`src/rtl/wb_stage.sv`:
```
// Writeback stage of the 8-bit pipeline.
// Owns the register file, data memory and committed flags; commits results,
// performs loads/stores, raises PC redirects and stalls upstream during loads.
// Optional macro WB_BYPASS_EN: register read ports forward same-cycle writes.
module wb_stage #(
    parameter int unsigned NUM_REGS  = 8,
    parameter int unsigned MEM_DEPTH = 16,
    parameter int unsigned DATA_W    = 8
) (
    input  logic                         clk,
    input  logic                         rst,
    input  logic [4:0]                   EX_WB_opcode,
    input  logic                         EX_WB_am,
    input  logic [$clog2(NUM_REGS)-1:0]  EX_WB_rd,
    input  logic [$clog2(MEM_DEPTH)-1:0] EX_WB_mem_addr,
    input  logic [5:0]                   EX_WB_instr_mem_addr,
    input  logic [2*DATA_W-1:0]          EX_WB_result,
    input  logic                         EX_WB_zero_flag,
    input  logic                         EX_WB_carry_flag,
    input  logic                         EX_WB_ac_flag,
    input  logic                         EX_WB_parity_flag,
    input  logic [$clog2(NUM_REGS)-1:0]  rs1_addr,
    input  logic [$clog2(NUM_REGS)-1:0]  rs2_addr,
    output logic [DATA_W-1:0]            rs1_data,
    output logic [DATA_W-1:0]            rs2_data,
    output logic [3:0]                   flags_out,
    output logic                         pc_load,
    output logic [5:0]                   pc_target,
    output logic                         stall,
    output logic                         halted
);

    localparam int unsigned RegAw = $clog2(NUM_REGS);
    localparam int unsigned MemAw = $clog2(MEM_DEPTH);

    localparam logic [4:0] OpMul   = 5'h10;
    localparam logic [4:0] OpLoad  = 5'h11;
    localparam logic [4:0] OpStore = 5'h12;
    localparam logic [4:0] OpJmp   = 5'h13;
    localparam logic [4:0] OpJz    = 5'h14;
    localparam logic [4:0] OpJc    = 5'h15;
    localparam logic [4:0] OpHalt  = 5'h1F;

    typedef enum logic [1:0] {StRun, StLoadWait, StHalt} state_e;

    state_e             state_q;
    logic [DATA_W-1:0]  reg_file [NUM_REGS];
    logic [DATA_W-1:0]  mem      [MEM_DEPTH];
    logic [3:0]         flags_q;
    logic [DATA_W-1:0]  load_data_q;
    logic [RegAw-1:0]   load_rd_q;

    // Two register write ports: port a for every single write, port b for the MUL high half
    logic               wa_en, wb_en;
    logic [RegAw-1:0]   wa_addr, wb_addr;
    logic [DATA_W-1:0]  wa_data, wb_data;
    logic               mem_we, flags_we, load_start, jump_taken, go_halt;
    logic               is_alu;

    assign is_alu = (EX_WB_opcode >= 5'h01) && (EX_WB_opcode <= 5'h0F);

    // Decode the committed instruction into write enables and control strobes
    always_comb begin
        wa_en      = 1'b0;
        wa_addr    = EX_WB_rd;
        wa_data    = EX_WB_result[DATA_W-1:0];
        wb_en      = 1'b0;
        wb_addr    = {EX_WB_rd[RegAw-1:1], 1'b1};
        wb_data    = EX_WB_result[2*DATA_W-1:DATA_W];
        mem_we     = 1'b0;
        flags_we   = 1'b0;
        load_start = 1'b0;
        jump_taken = 1'b0;
        go_halt    = 1'b0;
        unique case (state_q)
            StRun: begin
                if (is_alu) begin
                    wa_en    = 1'b1;
                    flags_we = 1'b1;
                end else begin
                    case (EX_WB_opcode)
                        OpMul: begin
                            wa_en    = 1'b1;
                            wa_addr  = {EX_WB_rd[RegAw-1:1], 1'b0};
                            wb_en    = 1'b1;
                            flags_we = 1'b1;
                        end
                        OpLoad: begin
                            if (EX_WB_am) wa_en = 1'b1;
                            else          load_start = 1'b1;
                        end
                        OpStore: mem_we     = 1'b1;
                        OpJmp:   jump_taken = 1'b1;
                        OpJz:    jump_taken = flags_q[3];
                        OpJc:    jump_taken = flags_q[2];
                        OpHalt:  go_halt    = 1'b1;
                        default: ;
                    endcase
                end
            end
            StLoadWait: begin
                // Inputs this cycle are the frozen LOAD; only the latched data matters
                wa_en   = 1'b1;
                wa_addr = load_rd_q;
                wa_data = load_data_q;
            end
            StHalt: ;
            default: ;
        endcase
    end

    // Stall during memory-load decode and while halted; held low during reset
    assign stall     = (load_start & ~rst) | (state_q == StHalt);
    assign halted    = (state_q == StHalt);
    assign flags_out = flags_q;

    // Architectural state: register file, data memory, flags and load latch
    always_ff @(posedge clk or posedge rst) begin
        if (rst) begin
            for (int unsigned i = 0; i < NUM_REGS; i++) reg_file[i] <= '0;
            for (int unsigned i = 0; i < MEM_DEPTH; i++) mem[i] <= '0;
            flags_q     <= '0;
            load_data_q <= '0;
            load_rd_q   <= '0;
        end else begin
            if (wa_en) reg_file[wa_addr] <= wa_data;
            if (wb_en) reg_file[wb_addr] <= wb_data;
            if (mem_we) mem[EX_WB_mem_addr] <= EX_WB_result[DATA_W-1:0];
            if (flags_we) begin
                flags_q <= {EX_WB_zero_flag, EX_WB_carry_flag, EX_WB_ac_flag, EX_WB_parity_flag};
            end
            if (load_start) begin
                load_data_q <= mem[EX_WB_mem_addr[MemAw-1:0]];
                load_rd_q   <= EX_WB_rd;
            end
        end
    end

    // Control FSM with registered PC redirect strobe and target
    always_ff @(posedge clk or posedge rst) begin
        if (rst) begin
            state_q   <= StRun;
            pc_load   <= 1'b0;
            pc_target <= '0;
        end else begin
            pc_load <= jump_taken;
            if (jump_taken) pc_target <= EX_WB_instr_mem_addr;
            unique case (state_q)
                StRun: begin
                    if (go_halt)         state_q <= StHalt;
                    else if (load_start) state_q <= StLoadWait;
                end
                StLoadWait: state_q <= StRun;
                StHalt:     state_q <= StHalt;
                default:    state_q <= StRun;
            endcase
        end
    end

    // Combinational read ports for decode
    always_comb begin
        rs1_data = reg_file[rs1_addr];
        rs2_data = reg_file[rs2_addr];
`ifdef WB_BYPASS_EN
        if (wa_en && (wa_addr == rs1_addr)) rs1_data = wa_data;
        if (wb_en && (wb_addr == rs1_addr)) rs1_data = wb_data;
        if (wa_en && (wa_addr == rs2_addr)) rs2_data = wa_data;
        if (wb_en && (wb_addr == rs2_addr)) rs2_data = wb_data;
`else
`endif
    end

endmodule
```
`config.mk`:
```
export PLATFORM = sky130hd
export DESIGN_NAME = wb_stage
export DESIGN_NICKNAME = d
export VERILOG_FILES = /design/src/rtl/wb_stage.sv
export SDC_FILE = /design/constraint.sdc
export NUM_CORES = 1
export LEC_CHECK = 0
export CORE_ASPECT_RATIO = 1.4
export CORE_MARGIN = 3
export CORE_UTILIZATION = 65
export CTS_BUF_LIST = sky130_fd_sc_hd__clkbuf_2 sky130_fd_sc_hd__clkbuf_4 sky130_fd_sc_hd__clkbuf_8
export CTS_CLUSTER_DIAMETER = 150
export CTS_CLUSTER_SIZE = 30
export DETAILED_ROUTE_END_ITERATION = 10
export GPL_TIMING_DRIVEN = 0
export PLACE_DENSITY_LB_ADDON = 0.05
export SLEW_MARGIN = 20
export SYNTH_ARGS = -nofsm -noshare
export SYNTH_HDL_FRONTEND = slang
export SYNTH_SLANG_ARGS = --single-unit
```
`constraint.sdc`:
```
create_clock -name clk -period 11 [get_ports clk]
set_clock_uncertainty 0.15 [all_clocks]
set_input_delay 1.1 -clock clk [delete_from_list [all_inputs] [get_ports clk]]
set_output_delay 1.1 -clock clk [all_outputs]
set_load 0.005 [all_outputs]
```
## Yosys cells after proc, flatten, opt, wreduce, memory -nomap -nowiden

Index checks and enable logic that the tools add are counted.

| operators by class | value |
|---|---|
| magnitude comparators | 10 |
| multiplexer cells | 49 |
| equality and inequality tests | 10 |
| bitwise gates (word level) | 8 |
| reductions and logical operators | 5 |

Operators by type and width:

| cell | number |
|---|---|
| 128-bit bitwise mux | 1 |
| 64-bit bitwise mux | 2 |
| 64-bit two-way mux | 2 |
| 8-bit two-way mux | 10 |
| 8-bit binary-select mux with 3-bit select | 2 |
| 8-bit demux with 3-bit select | 2 |
| 5-bit == test (second input constant) | 7 |
| 8-bit binary-select mux with 4-bit select | 1 |
| 8-bit demux with 4-bit select | 1 |
| 1-bit two-way mux | 21 |
| 4-bit >= comparator (second input constant) | 4 |
| 3-bit NOT with 4-bit output | 4 |
| 4-bit by 1-bit less-than comparator with 1-bit output (second input constant) | 2 |
| 3-bit case mux with 2 select lines | 1 |
| 5-bit by 1-bit >= comparator with 1-bit output (second input constant) | 1 |
| 5-bit >= comparator (second input constant) | 1 |
| 5-bit by 4-bit less-or-equal comparator with 1-bit output (second input constant) | 1 |
| 5-bit by 1-bit less-than comparator with 1-bit output (second input constant) | 1 |
| 4-bit NOT with 5-bit output | 1 |
| 1-bit logical AND | 4 |
| 2-bit two-way mux | 2 |
| 1-bit case mux with 2 select lines | 2 |
| 2-bit case mux with 2 select lines | 1 |
| 3-bit inequality test (second input constant) | 1 |
| other kinds (7) | 7 |

| word-level totals | value |
|---|---|
| output and inout port bits | 29 |
| word-level logic and storage cells | 112 |
| flip-flop bits (word level) | 216 |
| input bits | 47 |

## Depth between registers and ports, before layout

| depth | value |
|---|---|
| word-level depth | 13 |
| mapped depth | 9 |
| depth with buffers taken out | 5 |

## Worst setup path after synthesis

OpenSTA, ideal clock, no wires.

| path | value |
|---|---|
| path kind | input port to output port |
| start | in rs1_addr[1] |
| end | out rs1_data[3] |
| data required time | 9750 ps |
| path slack | 7176 ps |
| buffers on the path | 2 |
| arrival time | 2574 ps |
| stages | 4 |
| path through | clkbuf_1 > buf_2 > mux4_2 > mux2_2 |

| on the way | value |
|---|---|
| cells in the longest elaborated chain, start to end | 4 |

Ends and longest elaborated chain:

| what | RTL line | text |
|---|---|---|
| start, declared | 22 | `input logic [$clog2(NUM_REGS)-1:0] rs1_addr,` |
| 3-bit NOT with 4-bit output (implied by the code) | 162 | `rs1_data = reg_file[rs1_addr];` |
| 8-bit binary-select mux with 3-bit select | 162 |  |
| 8-bit two-way mux (implied by the code) (2 in series) | 162 |  |
| end, declared | 24 | `output logic [DATA_W-1:0] rs1_data,` |

No other way between the ends. The select of a mux whose other input is x is not followed.

## Final worst setup path

| path | value |
|---|---|
| start | in EX_WB_opcode[4] |
| end | out stall |

| on the way | value |
|---|---|
| cells in the longest elaborated chain, start to end | 6 |
| elaborated cells on any way between the ends | 9 |
| those cells by class | order compare (2); eq/ne (1); mux (3); bitwise (2); reduce/logical (1) |

Ends and longest elaborated chain:

| what | RTL line | text |
|---|---|---|
| start, declared | 12 | `input logic [4:0] EX_WB_opcode,` |
| 5-bit by 1-bit >= comparator with 1-bit output, or another cell as far along | 60 | `assign is_alu = (EX_WB_opcode >= 5'h01) && (EX_WB_opcode <= 5'h0F);` |
| 1-bit logical AND or 1-bit two-way mux (tied branches) | 60, 81 |  |
| 1-bit two-way mux * | 77 | `if (is_alu) begin` |
| 1-bit two-way mux * | 75 | `unique case (state_q)` |
| 1-bit AND * | 113 | `assign stall = (load_start & ~rst) \| (state_q == StHalt);` |
| 1-bit bitwise OR * | 113 |  |
| end, declared | 29 | `output logic stall,` |

Mark *: on every way between the ends. The rest lies on a longest branch, timed or not.

==> reports/qor.yml <==
detailed_routing:
  routedWlPerCell_um: 25.2
  drt_wl_total_um: 25500
  vias: 6882
  drt_iter0_drc: 547
  ant_nets: 0
  route.detailed.drc: 0
  firstDrtPassIters: 5
  vias_per_cell: 6.81
synthesis:
  synth_ff_type: "dfrtp_1"
  avgSynthCellArea_um2: 14.7
  synth_enable_flop_cells: 0
  yosys_warnings: 0
  ys_ff_latch: 216
  async_reset_ff_frac: 1.00
  synth_area_um2: 10800
  synth-seq-area-share: 0.501
  syn_inst: 735
  syn-num-nets: 782
  synth_cell_types: 43
placement:
  port_buffers: 63
  hpwl_um: 19200
  placed_cell_area_um2: 11700
  place_congestion: 0.927
  pre_cts_ws_ns: 6.21
power:
  power.density_nw_per_um2: 154
  p_leak_uw: 0.00519
  total_power_uw: 1840
  max-vdd-ir-drop_v: 0.000153
clocking:
  cts_resized: 0
  clockBufferDepth: 3
  hold_buffers: 0
  cts_buffers: 11
  clk_pin_slew_worst_paths_ns: 0.11
  cts_setup_buffers: 0
  numClockSinks: 216
  root_buffer: "clkbuf_8"
  clk_latency_ns: 0.53
  cts_tree: "yes"
  cts_max_level: 1
grt:
  grt_first_pass_wirelength_um: 40200
  grt_pass1_vias: 7416
  grtUsageTotal: 0.288
  grt_overflow: 0
  antenna_found_initial: 0
  grt_max_degree: 101
layout:
  utilization: 0.734
  layout_common_cells: "dfrtp_1 (216), mux2_2 (204), mux4_2 (72)"
  fin_nets: 860
  n_antenna_cell: 0
  final_area_um2: 11900
  drive_above_1_share: 0.410
  mostFrequentLayoutCell: "dfrtp_1"
  synthToLayoutAreaGrowth_pct: 10.4
timing:
  worstMarginPinSlew_ns: 0.797
  setup_slack_ns: 6.25
  final_max_slew_viol_count: 0
  hold_viol_final: 0
  rsz0062_at_grt: "no"
  setup_viol: 0
  timing.setup.tns_ns: 0
  period_share: 0.432
  maxSlewHeadroom: 0.468
  clock.fmax_mhz: 211
  fin_crit_ns: 4.75
setup_path:
  arrival_ns: 3.50
  critical_path.max_fanout: 10
  crit_path_end_kind: "primary output"
  reg2reg_depth: 7
  crit_type: "input pin to primary output"
  crit_path_start_kind: "input pin"
  required_ns: 9.75
outcome:
  status: "finished clean"
min_path:
  min_path_cells: 1
  hp-class: "register to register"
die:
  rows: 55
  die_area_um2: 18200
  die_h_um: 158
  dieWidth_um: 115
  initial_core_util: 0.664
  core_area_um2: 16200
  ioPinCount: 76
flow_run:
  cap_violations: 0
[cell families (layout without fill, tap and decap cells)]
| logic type | after synthesis | after routing | share of synthesized area |
|---|---|---|---|
| mux | 278 | 278 | 0.365 |
| flops | 216 | 216 | 0.501 |
| compound gates | 111 | 111 | 0.0667 |
| simple gates | 75 | 75 | 0.0446 |
| buf+inv | 55 | 132 | 0.0226 |
[final timing paths]
check | startpoint | endpoint | slack [ns]
worst min-delay path | mem[74]$_DFFE_PP0P_ | mem[74]$_DFFE_PP0P_ | 0.37
worst min register to register | mem[74]$_DFFE_PP0P_ | mem[74]$_DFFE_PP0P_ | 0.37
worst max register to register | state_q[0]$_DFFE_PP0P_ | mem[74]$_DFFE_PP0P_ | 8.20
min in group asynchronous | rst | mem[121]$_DFFE_PP0P_ | 0.74
max in group asynchronous | rst | mem[36]$_DFFE_PP0P_ | 8.75
worst max-delay path | EX_WB_opcode[4] | stall | 6.25
[critical path: stages]
cell and delay (ns):
clkdlybuf4s50_1 0.58, nor3b_1 0.22, buf_2 0.24, nand3_1 0.23, buf_1 0.37, o22ai_1 0.22, clkdlybuf4s50_1 0.53
[cell type report]
class	count	area [um^2]
tap	199	249
buffer	51	229
fill	1101	4330
clock buffer	11	151
clock inverter	1	30.0
sequential	216	5410
inverter	4	22.5
timing repair buffer	65	686
multi-input combinational	464	5140
[routing by layer]
metal	part of all wire	track usage	vias up
met2	0.56	0.535	232
met3	0.042	0.0300	73
met4	0.042	0.123	0
met5	0	0	-
li1	-	-	2990
met1	0.36	0.336	3587
[registers in the layout, summed over array words and instances, names as in the netlist]
| signal | cells |
|---|---|
| flags_out | 4 |
| mem | 128 |
| reg_file | 64 |
| load_rd_q | 3 |
| load_data_q | 8 |
| pc_load | 1 |
| pc_target | 6 |
| state_q | 2 |
[through the flow]
stage	std cells	hold slack, ns
after floorplan	735	0.321
after detailed placement	999	0.337
after global placement	997	0.331
after CTS	1011	0.369
after global routing	1011	0.380
final	1011	0.368
[where the power goes]
| part | leakage [uW] | internal (uW) | switching (uW) |
|---|---|---|---|
| clock network | 0.0000905 | 97.9 | 240 |
| logic | 0.00228 | 296 | 178 |
| registers | 0.00282 | 923 | 101 |
[cells in the mapped netlist, drive strengths merged, types with 3 or more instances]
cell    number  area [um^2]
buf         28          143
nor3b        3         32.5
nor2        14         75.1
nand3       10         67.6
o21ai        4         20.0
nand4b       3         26.3
nor2b        3         18.8
nand3b       5         50.1
clkbuf      23         86.3
or3b         3         26.3
o32ai       33          297
a21oi       69          360
mux2       205         2310
nand2       21         86.3
inv          4         15.0
mux4        72         1620
dfrtp      216         5410
Power figures use the tool's default switching activity.
==> patch 1, RTL diff (same settings) <==
Add a define of `WB_BYPASS_EN`.
--- a/src/rtl/wb_stage.sv
+++ b/src/rtl/wb_stage.sv
@@ -4,2 +4,4 @@
 // Optional macro WB_BYPASS_EN: register read ports forward same-cycle writes.
+`define WB_BYPASS_EN
+
 module wb_stage #(
Formal check against the unedited RTL: not equivalent (Yosys sat finds a counterexample within 4 cycles, from zero or initial values and one cycle with rst high).
==> patch 1 against the unedited design <==
Non-clock buffer count is 17 higher. Routed wire length grew 29%. Largest cell class is now multi-input combinational cells. Worst setup slack got worse by 750 ps. Hold slack improved by 7.7 ps. Utilization fell by 0.31 points. Sequential cell count did not move. Total power is 3.8% higher. Die area rose by 6.6%. Largest power group unchanged. Final area rose by 6.7%. Area after synthesis increased by 6.9%. Combinational power up 15%. Critical endpoint is now rs2_data[5].
==> patch 1: results (changes against the unedited design) <==
{
  "outcome": {
    "run_status": "complete, no violations"
  },
  "grt": {
    "pin_count_of_the_biggest_net_entering_global_routing": {"value": 113, "change": "+12%"},
    "globalRouteTotalUtil": {"value": 34.33, "unit": "%", "change": "+5.6 points"},
    "vias_in_the_first_global_route": {"value": 8655, "change": "+17%"},
    "grt_pass1_wl": {"value": 50350, "unit": "um", "change": "+25%"}
  },
  "worst_setup_path": {
    "critical_path.startpoint": "EX_WB_opcode[2]",
    "critical_path_arrival": {"value": 4250, "unit": "ps", "change": "+750 ps"},
    "reg2reg_setup_slack": {"value": 7930, "unit": "ps", "change": "-270 ps"},
    "crit-reg2reg-launch": "state_q[1]",
    "r2r_end": "reg_file[50]",
    "endpoint": "rs2_data[5]"
  },
  "placed_design": {
    "routabilityCongestion": {"value": 1.023, "change": "+10%"},
    "place_area": {"value": 0.01253, "unit": "mm^2", "change": "+6.8%"},
    "place.port_buffers": {"value": 66, "change": "+4.8%"},
    "place_worst_setup_slack": {"value": 5539, "unit": "ps", "change": "-668.3 ps"},
    "place.detailed.instances": {"value": 1162, "change": "+16%"}
  },
  "synth": {
    "synth_top_cells_by_count": "sky130_fd_sc_hd__dfrtp_1 (216), sky130_fd_sc_hd__mux2_2 (197), sky130_fd_sc_hd__mux4_2 (72)",
    "synth.top_cells.by_area": "sky130_fd_sc_hd__dfrtp_1 (47%), sky130_fd_sc_hd__mux2_2 (19%), sky130_fd_sc_hd__mux4_2 (14%)",
    "synth_compound_gate_area_share": {"value": 10.15, "unit": "%", "change": "+3.5 points"},
    "post_synth_mux_area_share": {"value": 33.55, "unit": "%", "change": "-3.0 points"},
    "net_count_synth": {"value": 906, "change": "+16%"},
    "synth_cell_type_count": {"value": 49, "change": "+14%"}
  },
  "timing": {
    "final_period_minus_worst_setup_slack": {"value": 5500, "unit": "ps", "change": "+751.6 ps"},
    "max_slew_margin": {"value": 24.41, "unit": "%", "change": "-22 points"}
  },
  "routing": {
    "met3RoutedLength": {"value": 1639, "unit": "um", "change": "+52%"},
    "via_per_inst": {"value": 6.936, "change": "+1.9%"},
    "final_wirelength": {"value": 32930, "unit": "um", "change": "+29%"},
    "met2WireLength": {"value": 17910, "unit": "um", "change": "+25%"},
    "drt-met1-wl": {"value": 11420, "unit": "um", "change": "+26%"}
  },
  "cts": {
    "insertion_delay": {"value": 560, "unit": "ps", "change": "+30 ps"},
    "cts.clk_slew.worst_paths": {"value": 160, "unit": "ps", "change": "+50 ps"}
  },
  "power_and_ir_drop": {
    "power.ir.vdd_worst": {"value": 0.0001544, "unit": "V", "change": "+0.59%"},
    "cellLeakagePower": {"value": 5.515, "unit": "nW", "change": "+6.3%"}
  },
  "cells_and_area": {
    "num-fill-cells": {"value": 1210, "change": "+9.9%"}
  }
}
## patch 1: cell count changes after synthesis, moves of 8 or more
cell,before,now
sky130_fd_sc_hd__o22ai_1,2,25
sky130_fd_sc_hd__a211oi_1,0,24
sky130_fd_sc_hd__nand2b_1,2,10
sky130_fd_sc_hd__o32ai_1,32,0
sky130_fd_sc_hd__a31o_2,0,8
sky130_fd_sc_hd__a21oi_1,65,37
sky130_fd_sc_hd__clkbuf_1,23,32
sky130_fd_sc_hd__inv_1,4,22
sky130_fd_sc_hd__a221oi_2,0,8
sky130_fd_sc_hd__nand2_1,18,35
sky130_fd_sc_hd__o31ai_1,0,32
sky130_fd_sc_hd__a41oi_1,0,8
sky130_fd_sc_hd__nor2b_1,3,12
## patch 1: cells by family (layout without fill, tap and decap cells)
logic type,after synthesis,count (layout)
muxes,272,272
DFF,216,216
AOI/OAI and AO/OA,161,161
and+or+nand+nor,114,114
buffers and inverters,88,167
xor gates and xnor gates,8,8
## patch 1: where the power goes
part,internal [mW],switching (mW)
Sequential,0.921,0.0981
Clock,0.0979,0.247
Combinational,0.309,0.234
Total,1.33,0.579
## patch 1: worst min-delay path by stage
stage	from	endpoint	slack, ps	cells after the start
4_1_cts	mem[32]	mem[32]	370	1
5_1_grt	load_data_q[2]	load_data_q[2]	390	1
3_5_place_dp	mem[1]	mem[1]	340	1
3_3_place_gp	mem[15]	mem[15]	330	1
6_report	load_data_q[2]	load_data_q[2]	380	1
2_1_floorplan	reg_file[61]	reg_file[61]	320	1
## patch 1: per-stage QoR
step,util (%),hold slack (ps)
detailed placement,71.99,338.7
CTS,73.04,373.5
global placement,71.79,331.4
global route,73.04,385.6
floorplan,-,321.2
finish,73.04,375.6
## patch 1: cell type report
cell class	count	area (um^2)	share of cell area [%]
flip-flops and latches	216	5405	42.52
clock buffers	11	151.4	1.191
multi-input cells	555	5762	45.33
well taps	236	295.3	2.323
clock inverters	1	30.03	0.2362
inverters	22	90.09	0.7087
repair buffers	67	688.2	5.414
plain buffers	66	289.0	2.274
## patch 1: metal layers
metal  track usage, %  vias to the layer above
met5                0                        -
met4            18.45                        0
met3            3.152                      111
met2            64.06                      400
met1            38.77                     4172
li1                 -                     3460
## patch 1: critical path, stage by stage
cell                              delay [ps]
sky130_fd_sc_hd__clkdlybuf4s50_1         490
sky130_fd_sc_hd__nor4_1                  500
sky130_fd_sc_hd__nand2_1                 270
sky130_fd_sc_hd__nor4_4                  550
sky130_fd_sc_hd__buf_2                   410
sky130_fd_sc_hd__a211oi_1                120
sky130_fd_sc_hd__a221oi_2                260
sky130_fd_sc_hd__clkdlybuf4s50_1         560
==> patch 2, RTL diff (same settings) <==
Without the edit above. Make the reset (`rst`) synchronous in 2 clocked blocks.
--- a/src/rtl/wb_stage.sv
+++ b/src/rtl/wb_stage.sv
@@ -117,3 +117,3 @@
     // Architectural state: register file, data memory, flags and load latch
-    always_ff @(posedge clk or posedge rst) begin
+    always_ff @(posedge clk) begin
         if (rst) begin
@@ -139,3 +139,3 @@
     // Control FSM with registered PC redirect strobe and target
-    always_ff @(posedge clk or posedge rst) begin
+    always_ff @(posedge clk) begin
         if (rst) begin
Formal check against the unedited RTL: not equivalent (a bounded check fails within 4 cycles, from zero or initial values and one cycle with rst high; the reset may be asserted at any time).
==> patch 2 against the unedited design <==
Routed wire length up 5.5%. Worst setup slack worse by 30 ps. Final area down 0.19%. Sequential cell count unchanged. Area after synthesis down 0.73%. Largest cell class unchanged.
Power is not compared: it rests on default switching activity, and its combinational part moved more than twofold at a synthesized area within 25%.
==> patch 2: results (changes against the unedited design) <==
{
  "grt": {
    "grt_pass1_wl": {"value": 41290, "unit": "um", "change": "+2.7%"},
    "globalRouteTotalUtil": {"value": 30.66, "unit": "%", "change": "+1.9 points"}
  },
  "cells_and_area": {
    "signal_buffers_share_of_area": {"value": 7.976, "unit": "%", "change": "+0.30 points"},
    "multi_input_area": {"value": 0.004192, "unit": "mm^2", "change": "-18%"},
    "final.clkbuf_count": {"value": 16, "change": "+5"},
    "multi_input_area_share": {"value": 35.25, "unit": "%", "change": "-7.9 points"},
    "layout.comb_gates.multi_input": {"value": 463, "change": "-0.22%"},
    "flops_and_latches": {"value": 216, "change": "unchanged"},
    "inv_count": {"value": 11, "change": "+7"},
    "finalNetCount": {"value": 878, "change": "+2.1%"},
    "buffers": {"value": 128, "change": "+10%"}
  },
  "placed_design": {
    "place.detailed.instances": {"value": 1014, "change": "+1.5%"},
    "dp_hpwl": {"value": 20680, "unit": "um", "change": "+7.8%"}
  },
  "cts": {
    "insertion_delay": {"value": 510, "unit": "ps", "change": "-20 ps"},
    "cts.clk_slew.worst_paths": {"value": 160, "unit": "ps", "change": "+50 ps"}
  },
  "timing": {
    "final.hold.worst_slack": {"value": 340.7, "unit": "ps", "change": "-27.20 ps"},
    "tightest_slew": {"value": 1102, "unit": "ps", "change": "+304.5 ps"},
    "fmaxAchievable": {"value": 209.3, "unit": "MHz", "change": "-0.63%"}
  },
  "outcome": {
    "run_status": "complete, no violations"
  },
  "synth": {
    "number_of_enable_flip_flop_cells_after_synthesis": {"value": 192, "change": "+192"},
    "postSynth.asyncResetShare": {"value": 0, "unit": "%", "change": "-100 points"},
    "synth_top_flop_cell": "sky130_fd_sc_hd__edfxtp_1",
    "synth.top_cells.by_area": "sky130_fd_sc_hd__edfxtp_1 (54%), sky130_fd_sc_hd__mux4_2 (13%), sky130_fd_sc_hd__and2_1 (7.5%)",
    "syn_inst": {"value": 751, "change": "+2.2%"},
    "seq_area_frac_synth": {"value": 58.31, "unit": "%", "change": "+8.2 points"},
    "post_synth_mux_area_share": {"value": 17.44, "unit": "%", "change": "-19 points"}
  },
  "worst_setup_path": {
    "critical-path-slowest-cell": "sky130_fd_sc_hd__buf_1",
    "worst-r2r-cell-count": {"value": 6, "change": "-1"},
    "reg2reg_setup_slack": {"value": 7610, "unit": "ps", "change": "-590 ps"},
    "critical_path.startpoint": "rs1_addr[0]"
  },
  "routing": {
    "drt_iter0_drc": {"value": 537, "change": "-1.8%"},
    "vias": {"value": 7036, "change": "+2.2%"}
  },
  "min_path": {
    "whs_endpoint": "pc_target[0]"
  }
}
==> patch 2: changes by cell type in the layout (fill, tap and decap cells not counted), moves of 11 or more <==
cell / unedited run / this run
sky130_fd_sc_hd__dfxtp_1: 0 / 24
sky130_fd_sc_hd__edfxtp_1: 0 / 192
sky130_fd_sc_hd__buf_2: 18 / 7
sky130_fd_sc_hd__a21oi_1: 65 / 19
sky130_fd_sc_hd__mux2_2: 204 / 17
sky130_fd_sc_hd__nor4_1: 0 / 35
sky130_fd_sc_hd__nand2_1: 18 / 4
sky130_fd_sc_hd__clkbuf_1: 23 / 41
sky130_fd_sc_hd__and2_1: 0 / 129
sky130_fd_sc_hd__nand3_1: 8 / 20
sky130_fd_sc_hd__mux2i_1: 1 / 22
sky130_fd_sc_hd__dfrtp_1: 216 / 0
==> patch 2: logic make-up after synthesis <==
group           count (synthesis)
simple gates                  252
flops                         216
compound gates                105
mux                           104
buf+inv                        72
xor+xnor                        2
